### config.mk
export PLATFORM = sky130hd
export DESIGN_NAME = vl_strip_seq
export DESIGN_NICKNAME = d
export VERILOG_FILES = /design/src/rtl/vl_strip_seq.sv
export SDC_FILE = /design/constraint.sdc
export NUM_CORES = 1
export LEC_CHECK = 0
export CORE_MARGIN = 8
export CORE_UTILIZATION = 50
export CTS_CLUSTER_DIAMETER = 200
export DETAILED_ROUTE_END_ITERATION = 7
export PLACE_DENSITY = 0.85
export SETUP_SLACK_MARGIN = 0.4
export SYNTH_ARGS = -nofsm -noshare
export SYNTH_HDL_FRONTEND = slang
export SYNTH_SLANG_ARGS = --single-unit
### constraint.sdc
create_clock -name clk -period 3.6 [get_ports clk]
set_input_delay 0.72 -clock clk [delete_from_list [all_inputs] [get_ports clk]]
set_output_delay 0.72 -clock clk [all_outputs]
set_load 0.1 [all_outputs]
### src/rtl/vl_strip_seq.sv
// ---------------------------------------------------------------------------
// vl_strip_seq
//
// Strip-mining loop controller placed around a VL setup stage. It accepts one
// vector command (AVL, SEW, LMUL) and drives the setup stage from latched
// registers. Each pass samples the vl and new AVL returned by the setup stage
// and issues one strip (vl, base element index, last flag) to the execution
// unit over a valid/ready handshake. The loop repeats until the remaining AVL
// reaches zero, and then done pulses.
//
// Optional build macro: VL_STRIP_SEQ_PERF_EN
//    When defined, adds output strip_cnt[7:0]. It counts the strip handshakes
//    for the current or most recent command, saturates at 255, and is cleared
//    on command accept and on rst.
//
// Ports:
//    clk, rst            clock, synchronous active-high reset
//    cmd_valid/ready     command handshake; cmd_ready is high exactly in IDLE
//    cmd_avl/sew/lmul    command fields
//    setup_sew/lmul/avl  latched operands driven to the VL setup stage
//    setup_en            setup stage reports that SEW/LMUL are legal
//    setup_vl            vl for setup_avl (combinational from setup_*)
//    setup_new_avl       remaining AVL after this strip
//    strip_valid/ready   strip handshake to the execution unit
//    strip_vl/base/last  strip descriptor, held stable while strip_valid=1
//    done, err           one-cycle completion / abort pulses (exclusive)
//
// state | meaning
// ------+----------------------------------------------------------------
// IDLE  | waiting for a command; cmd_ready=1
// CALC  | one cycle: sample the setup stage, check it, build the strip
// ISSUE | strip_valid=1, waiting for strip_ready
// ---------------------------------------------------------------------------
module vl_strip_seq #(
   parameter int AVL_W  = 9,
   parameter int SEW_W  = 8,
   parameter int LMUL_W = 5
) (
   input  logic              clk,
   input  logic              rst,
   input  logic              cmd_valid,
   output logic              cmd_ready,
   input  logic [AVL_W-1:0]  cmd_avl,
   input  logic [SEW_W-1:0]  cmd_sew,
   input  logic [LMUL_W-1:0] cmd_lmul,
   output logic [SEW_W-1:0]  setup_sew,
   output logic [LMUL_W-1:0] setup_lmul,
   output logic [AVL_W-1:0]  setup_avl,
   input  logic              setup_en,
   input  logic [AVL_W-1:0]  setup_vl,
   input  logic [AVL_W-1:0]  setup_new_avl,
   output logic              strip_valid,
   input  logic              strip_ready,
   output logic [AVL_W-1:0]  strip_vl,
   output logic [AVL_W-1:0]  strip_base,
   output logic              strip_last,
   output logic              done,
   output logic              err
`ifdef VL_STRIP_SEQ_PERF_EN
   ,
   output logic [7:0]        strip_cnt
`endif
);

   typedef enum logic [1:0] {
      IDLE  = 2'd0,
      CALC  = 2'd1,
      ISSUE = 2'd2
   } state_t;

   state_t            state_q, state_d;
   logic [SEW_W-1:0]  sew_q, sew_d;
   logic [LMUL_W-1:0] lmul_q, lmul_d;
   logic [AVL_W-1:0]  rem_avl_q, rem_avl_d;
   logic [AVL_W-1:0]  nxt_avl_q, nxt_avl_d;
   logic [AVL_W-1:0]  base_q, base_d;
   logic [AVL_W-1:0]  strip_vl_q, strip_vl_d;
   logic [AVL_W-1:0]  strip_base_q, strip_base_d;
   logic              strip_last_q, strip_last_d;
   logic              done_q, done_d;
   logic              err_q, err_d;
   logic [AVL_W:0]    vl_sum;
   logic              setup_bad;

   // The sum is one bit wider so that a setup stage returning values that
   // wrap cannot look consistent.
   assign vl_sum    = {1'b0, setup_vl} + {1'b0, setup_new_avl};
   assign setup_bad = (setup_vl > rem_avl_q) || (vl_sum != {1'b0, rem_avl_q});

   always_comb begin
      state_d      = state_q;
      sew_d        = sew_q;
      lmul_d       = lmul_q;
      rem_avl_d    = rem_avl_q;
      nxt_avl_d    = nxt_avl_q;
      base_d       = base_q;
      strip_vl_d   = strip_vl_q;
      strip_base_d = strip_base_q;
      strip_last_d = strip_last_q;
      done_d       = 1'b0;
      err_d        = 1'b0;
      unique case (state_q)
         IDLE: begin
            if (cmd_valid) begin
               sew_d     = cmd_sew;
               lmul_d    = cmd_lmul;
               rem_avl_d = cmd_avl;
               base_d    = '0;
               state_d   = CALC;
            end
         end
         CALC: begin
            state_d = IDLE;
            if (!setup_en) begin
               err_d = 1'b1;
            end else if (setup_vl == '0) begin
               done_d = 1'b1;
            end else if (setup_bad) begin
               err_d = 1'b1;
            end else begin
               strip_vl_d   = setup_vl;
               strip_base_d = base_q;
               strip_last_d = (setup_new_avl == '0);
               nxt_avl_d    = setup_new_avl;
               state_d      = ISSUE;
            end
         end
         ISSUE: begin
            if (strip_ready) begin
               base_d    = base_q + strip_vl_q;
               rem_avl_d = nxt_avl_q;
               if (strip_last_q) begin
                  done_d  = 1'b1;
                  state_d = IDLE;
               end else begin
                  state_d = CALC;
               end
            end
         end
         default: state_d = IDLE;
      endcase
   end

   always_ff @(posedge clk) begin
      if (rst) begin
         state_q      <= IDLE;
         sew_q        <= '0;
         lmul_q       <= '0;
         rem_avl_q    <= '0;
         nxt_avl_q    <= '0;
         base_q       <= '0;
         strip_vl_q   <= '0;
         strip_base_q <= '0;
         strip_last_q <= 1'b0;
         done_q       <= 1'b0;
         err_q        <= 1'b0;
      end else begin
         state_q      <= state_d;
         sew_q        <= sew_d;
         lmul_q       <= lmul_d;
         rem_avl_q    <= rem_avl_d;
         nxt_avl_q    <= nxt_avl_d;
         base_q       <= base_d;
         strip_vl_q   <= strip_vl_d;
         strip_base_q <= strip_base_d;
         strip_last_q <= strip_last_d;
         done_q       <= done_d;
         err_q        <= err_d;
      end
   end

   assign cmd_ready   = (state_q == IDLE);
   assign strip_valid = (state_q == ISSUE);
   assign setup_sew   = sew_q;
   assign setup_lmul  = lmul_q;
   assign setup_avl   = rem_avl_q;
   assign strip_vl    = strip_vl_q;
   assign strip_base  = strip_base_q;
   assign strip_last  = strip_last_q;
   assign done        = done_q;
   assign err         = err_q;

`ifdef VL_STRIP_SEQ_PERF_EN
   logic [7:0] cnt_q, cnt_d;

   always_comb begin
      cnt_d = cnt_q;
      if (state_q == IDLE && cmd_valid) begin
         cnt_d = '0;
      end else if (state_q == ISSUE && strip_ready && cnt_q != 8'hFF) begin
         cnt_d = cnt_q + 8'd1;
      end
   end

   always_ff @(posedge clk) begin
      if (rst) begin
         cnt_q <= '0;
      end else begin
         cnt_q <= cnt_d;
      end
   end

   assign strip_cnt = cnt_q;
`endif

endmodule

### Yosys cells after proc, flatten, opt, wreduce, memory -nomap -nowiden

Cells that the tools add are included.

* register bits: 63
* input port bits: 45
* output and inout bits: 45

* add/subtract/negate cells: 2
* order comparisons: 1
* equal/unequal tests: 5
* mux-type cells: 21
* bitwise gates (word level): 3
* reduce and logical (&&, ||, !) cells: 10

Operator list (number)
* 9-bit 2-to-1 mux: 4
* 9-bit case mux with 2 select lines: 2
* 9-bit logical NOT: 2
* 9-bit by 9-bit adder with 10-bit output: 1
* 2-bit 2-to-1 mux: 5
* 10-bit by 9-bit != test with 1-bit output: 1
* 9-bit adder: 1
* 9-bit greater-than comparator: 1
* 1-bit 2-to-1 mux: 8
* 2-bit case mux with 3 select lines: 1
* 2-bit AND reduction: 2
* 4-bit AND reduction: 1
* 1-bit inverter: 3
* 3-bit AND reduction: 1
* 2-bit by 1-bit == test with 1-bit output, second input constant: 1
* 2-bit == test, second input constant: 1
* 2-bit logical NOT: 1
* 2-bit by 1-bit != test with 1-bit output, second input constant: 1
* 2-bit != test, second input constant: 1
* 1-bit case mux with 2 select lines: 1
* 2-bit nonzero test: 1
* 2-bit OR reduction: 1
* 1-bit logical OR: 1

### Logic depth before layout (Yosys ltp)

* depth after elaboration: 7
* depth in mapped cells: 11
* gate-level depth less buffers: 9

### Worst setup path after synthesis

OpenSTA, ideal clock, no wires.

* path type: register to register
* from: register rem_avl_q[6], in the netlist setup_avl[6]
* to: register nxt_avl_q[0]
* setup time: 132 ps
* arrival: 2994 ps
* required time: 3468 ps
* path slack: 474 ps
* stages on the path, launching flop included: 12
* buffers on the path: 2
* cell sequence: dfxtp_1 > inv_1 > ha_1 > a2111oi_0 > nor3_1 > o21ai_0 > a221oi_1 > or3_1 > buf_2 > buf_6 > o31ai_2 > a21oi_1

* word-level cells in the longest chain between the ends: 4

RTL lines
* from (decl): line 74 `logic [AVL_W-1:0] rem_avl_q, rem_avl_d;`
* from (signal assigned): line 161 `rem_avl_q <= rem_avl_d;`
* 9-bit greater-than comparator or 10-bit by 9-bit != test with 1-bit output (tied branches): line 88 `assign setup_bad = (setup_vl > rem_avl_q) || (vl_sum != {1'b0, rem_avl_q});`
* 1-bit logical OR *: line 88
* 1-bit inverter (no line) *
* 4-bit AND reduction (no line) *
* to (signal assigned): line 162 `nxt_avl_q <= nxt_avl_d;`
* to (decl): line 75 `logic [AVL_W-1:0] nxt_avl_q, nxt_avl_d;`

Every way passes the cells marked *; elsewhere a longest branch is shown, timed or not.
A chain may end at the register's enable or synchronous reset.

### Worst setup path in the final report

* from: input setup_vl[5]
* to: register strip_vl_q[6], in the netlist strip_vl[6]

* word-level cells in the longest chain between the ends: 5

RTL lines
* from (decl): line 50 `input logic [AVL_W-1:0] setup_vl,`
* 9-bit by 9-bit adder with 10-bit output: line 87 `assign vl_sum = {1'b0, setup_vl} + {1'b0, setup_new_avl};`
* 10-bit by 9-bit != test with 1-bit output: line 88
* 1-bit logical OR: line 88
* 1-bit inverter (no line)
* 4-bit AND reduction (no line) *
* to (signal assigned): line 164 `strip_vl_q <= strip_vl_d;`
* to (decl): line 77 `logic [AVL_W-1:0] strip_vl_q, strip_vl_d;`

Marks and branches as above.

==> summary.txt <==
status = complete, no violations
Avg Cell Area, Syn = 8.53 um2
max-cap violations = 0
initial antenna violation count = 0
layout cells sized above 1 = 16.7%
hold buffer count at CTS = 0
final slew viol count = 0
number of synthesized register bits = 63
Gate Count Post-Synth = 440
IO Count = 90
1st-iter DRT viols = 324
Post-synth ARST share = 0%
f_max = 0.304 GHz
met1 Usage GRT = 27.0%
die area = 10500 um2
Placed Instance Area = 4840 um2
Least-Margin Pin Slew = 1.33 ns
Final min period = 3.29 ns
height of the chip = 103 um
Fill cells = 505
post-synthesis sequential area ratio = 33.6%
n_diodes = 0
Synth area leader = dfxtp_1
clock root buffer = clkbuf_8
via count = 4028
Routed WL = 13000 um
Clk pwr share = 30.4%
CP peak stage delay = 0.52 ns
gp weighted congestion = 0.917
vias in the first global route = 4005
Crit path arrival time = 3.54 ns
Post-Place Setup Slack = -0.0555 ns
clk slew on worst S/H paths = 0.08 ns
CP Cell Sequence = clkdlybuf4s50_1 -> ha_2 -> a21o_1 -> a31oi_1 -> o2111a_1 -> nand4_1 -> buf_4 -> buf_4 -> nor3_4 -> buf_12 -> nand4_1 -> a21oi_1
Post-DRT Antenna Nets = 0
Via density = 6.25
Yosys top cell area share = 33.6%
Yosys warnings = 0
Die W = 103 um
final setup vio count = 0
Pre-Repair DR Iteration Count = 5
gr ovfl total = 0
slew margin rel. = 11.3%
final hold viol count = 0
Power per Cell Area = 388 nW/um2
Sw Pwr = 806 uW
Clock Path Buffers = 2
P_leak = 0.00198 uW
Tcrit/Tclk final = 91.4%
Worst Setup Path Type = in -> reg
Critical-path top delay cell = clkdlybuf4s50_1
synth unique cells = 58
Clock Sink Count = 63
number of buffers added on ports = 89
number of synthesized flops with an enable pin = 0
All-Layer GR Usage = 23.6%
Layout area overhead = 42.6%
sequential share of power = 36.1%
reg2reg path depth = 9
total CTS buffers = 9
Post-Syn Area = 3750 um2
DP HPWL = 8510 um
GR met3 Demand/Resource = 8.44%
clock skew = 0.00893 ns
post-route worst setup slack = 0.308 ns
pin count of the biggest net entering global routing = 69
Hold Crit Class = reg -> reg
busiest grt layer = met2
Design Area, Final = 5350 um2
Worst setup SP type = input port
Int Pwr = 1270 uW
Core Area = 7250 um2
CP endpoint kind = register
Net Sw Frac = 38.8%
Critical Path RT = 3.85 ns
CTS tree = done
latest clock arrival within the worst-skew pair = 0.34 ns
Max H-tree Level = 3
leading register cell type out of synthesis = dfxtp_1
standard-cell rows = 31
top post-synthesis cells by area = dfxtp_1 (34%), ha_1 (10%), a21oi_1 (7.1%)
WHS Path Cells = 2
Logic pwr share = 33.6%
Max VDD drop = 0.432 mV
Remaining DRCs = 0
DR WL/cell = 20.1 um
global-route wire length before repair = 19500 um
grt met2 use = 39.4%
RSZ-0062 raised after global routing = no
post-synthesis net count = 517
Layout Nets = 617
Starting Density = 51.8%
Critical Path Fanout Max = 19
-- synth_stat cells, types with 7 or more instances --
cell	number
dfxtp_1	63
a21oi_1	53
nand2_1	40
nor2_1	31
ha_1	30
nand4_1	30
o31ai_1	20
clkbuf_1	17
inv_1	16
a211oi_1	11
mux2i_1	10
o31ai_2	9
xor2_1	9
nor3_1	7
-- final timing paths --
path                                            startpoint                         end  slack (ns)
worst max-delay path                           setup_vl[5]    strip_vl[6]$_SDFFE_PP0P_        0.31
worst max register to register   setup_avl[6]$_SDFFE_PP0P_    strip_vl[6]$_SDFFE_PP0P_        0.71
worst min register to register  setup_lmul[4]$_SDFFE_PP0P_  setup_lmul[4]$_SDFFE_PP0P_        0.45
worst min-delay path            setup_lmul[4]$_SDFFE_PP0P_  setup_lmul[4]$_SDFFE_PP0P_        0.45
-- sequential cells by signal, summed over array words and instances (netlist names) --
| register | cells |
|---|---|
| strip_base | 9 |
| err | 1 |
| done | 1 |
| setup_lmul | 5 |
| nxt_avl_q | 9 |
| strip_last | 1 |
| strip_vl | 9 |
| base_q | 9 |
| state_q | 2 |
| setup_avl | 9 |
| setup_sew | 8 |
-- cells in the final DEF (no fill, tap or decap), types with 3 or more instances in the layout --
| master | instances |
|---|---|
| ha_4 | 5 |
| a22oi_1 | 6 |
| nor4_1 | 5 |
| o21a_1 | 3 |
| buf_16 | 3 |
| xor2_1 | 8 |
| a21oi_2 | 3 |
| nand3_1 | 6 |
| dfxtp_1 | 63 |
| clkbuf_8 | 9 |
| nand4_1 | 30 |
| clkdlybuf4s50_1 | 76 |
| o31ai_4 | 3 |
| a21oi_1 | 50 |
| a211oi_1 | 10 |
| dlymetal6s2s_1 | 6 |
| nor3_1 | 7 |
| inv_1 | 16 |
| ha_1 | 23 |
| buf_12 | 3 |
| mux2i_1 | 10 |
| o21ai_0 | 5 |
| xnor2_1 | 4 |
| o31ai_2 | 18 |
| nor3b_1 | 3 |
| nor2_1 | 31 |
| buf_4 | 21 |
| o31ai_1 | 9 |
| a31oi_1 | 4 |
| nand2_1 | 40 |
| a21o_1 | 5 |
-- stage by stage --
| step | total power [uW] | instances | util, % | hold WS [ns] | setup TNS, ns |
|---|---|---|---|---|---|
| after global placement | 1370 | 623 | 66.7 | 0.441 | 0 |
| after CTS | 2020 | 644 | 72.0 | 0.455 | 0 |
| after global routing | 2150 | 644 | 73.8 | 0.477 | 0 |
| final | 2080 | 644 | 73.8 | 0.453 | 0 |
| after floorplan | 1190 | 440 | - | 0.445 | 0 |
| after detailed placement | 1390 | 623 | 66.7 | 0.447 | -0.499 |
-- critical path: cells and delay by family --
kind | cells | cell delay [ns]
buf+inv | 4 | 1.02
compound gates | 4 | 0.92
simple gates | 3 | 0.60
fa+ha+maj | 1 | 0.27
-- layout make-up --
| cell class | count | area (um2) | area share [%] |
|---|---|---|---|
| inverter | 16 | 60.1 | 1.12 |
| clock buffer | 9 | 124 | 2.31 |
| multi-input combinational | 335 | 2530 | 47.3 |
| timing repair buffer | 115 | 1180 | 22.1 |
| tap | 99 | 124 | 2.31 |
| sequential | 63 | 1260 | 23.6 |
| clock inverter | 7 | 72.6 | 1.36 |
-- timing repair --
item	in CTS	in global routing
buffers inserted	1	0
resized for setup	24	29
hold endpoints to repair	0	0
endpoints found under the setup margin	27	28
gates cloned	4	0
pin swaps	10	11
-- metal layers --
layer | wire [um] | up-vias
met3 | 1490 | 44
met5 | 0 | -
li1 | - | 1851
met1 | 4850 | 1898
met2 | 6260 | 235
met4 | 354 | 0
-- logic make-up (layout without fill, tap and decap cells) --
| kind of cell | Yosys count | after routing | synth area share (%) |
|---|---|---|---|
| compound gates | 138 | 138 | 25.6 |
| xor+xnor | 14 | 14 | 3.27 |
| fa+ha+maj | 32 | 32 | 11.1 |
| buf+inv | 42 | 147 | 4.70 |
| flops | 63 | 63 | 33.6 |
| mux | 10 | 10 | 2.67 |
| simple gates | 141 | 141 | 19.1 |
-- power by group through the flow --
stage	clock network, uW	registers, uW	logic (uW)
6_report	630	749	697
5_1_grt	668	751	732
2_1_floorplan	0	915	274
3_5_place_dp	0	762	625
4_1_cts	633	746	645
3_3_place_gp	0	761	610
Note: power is estimated with default switching activity, not from simulation.
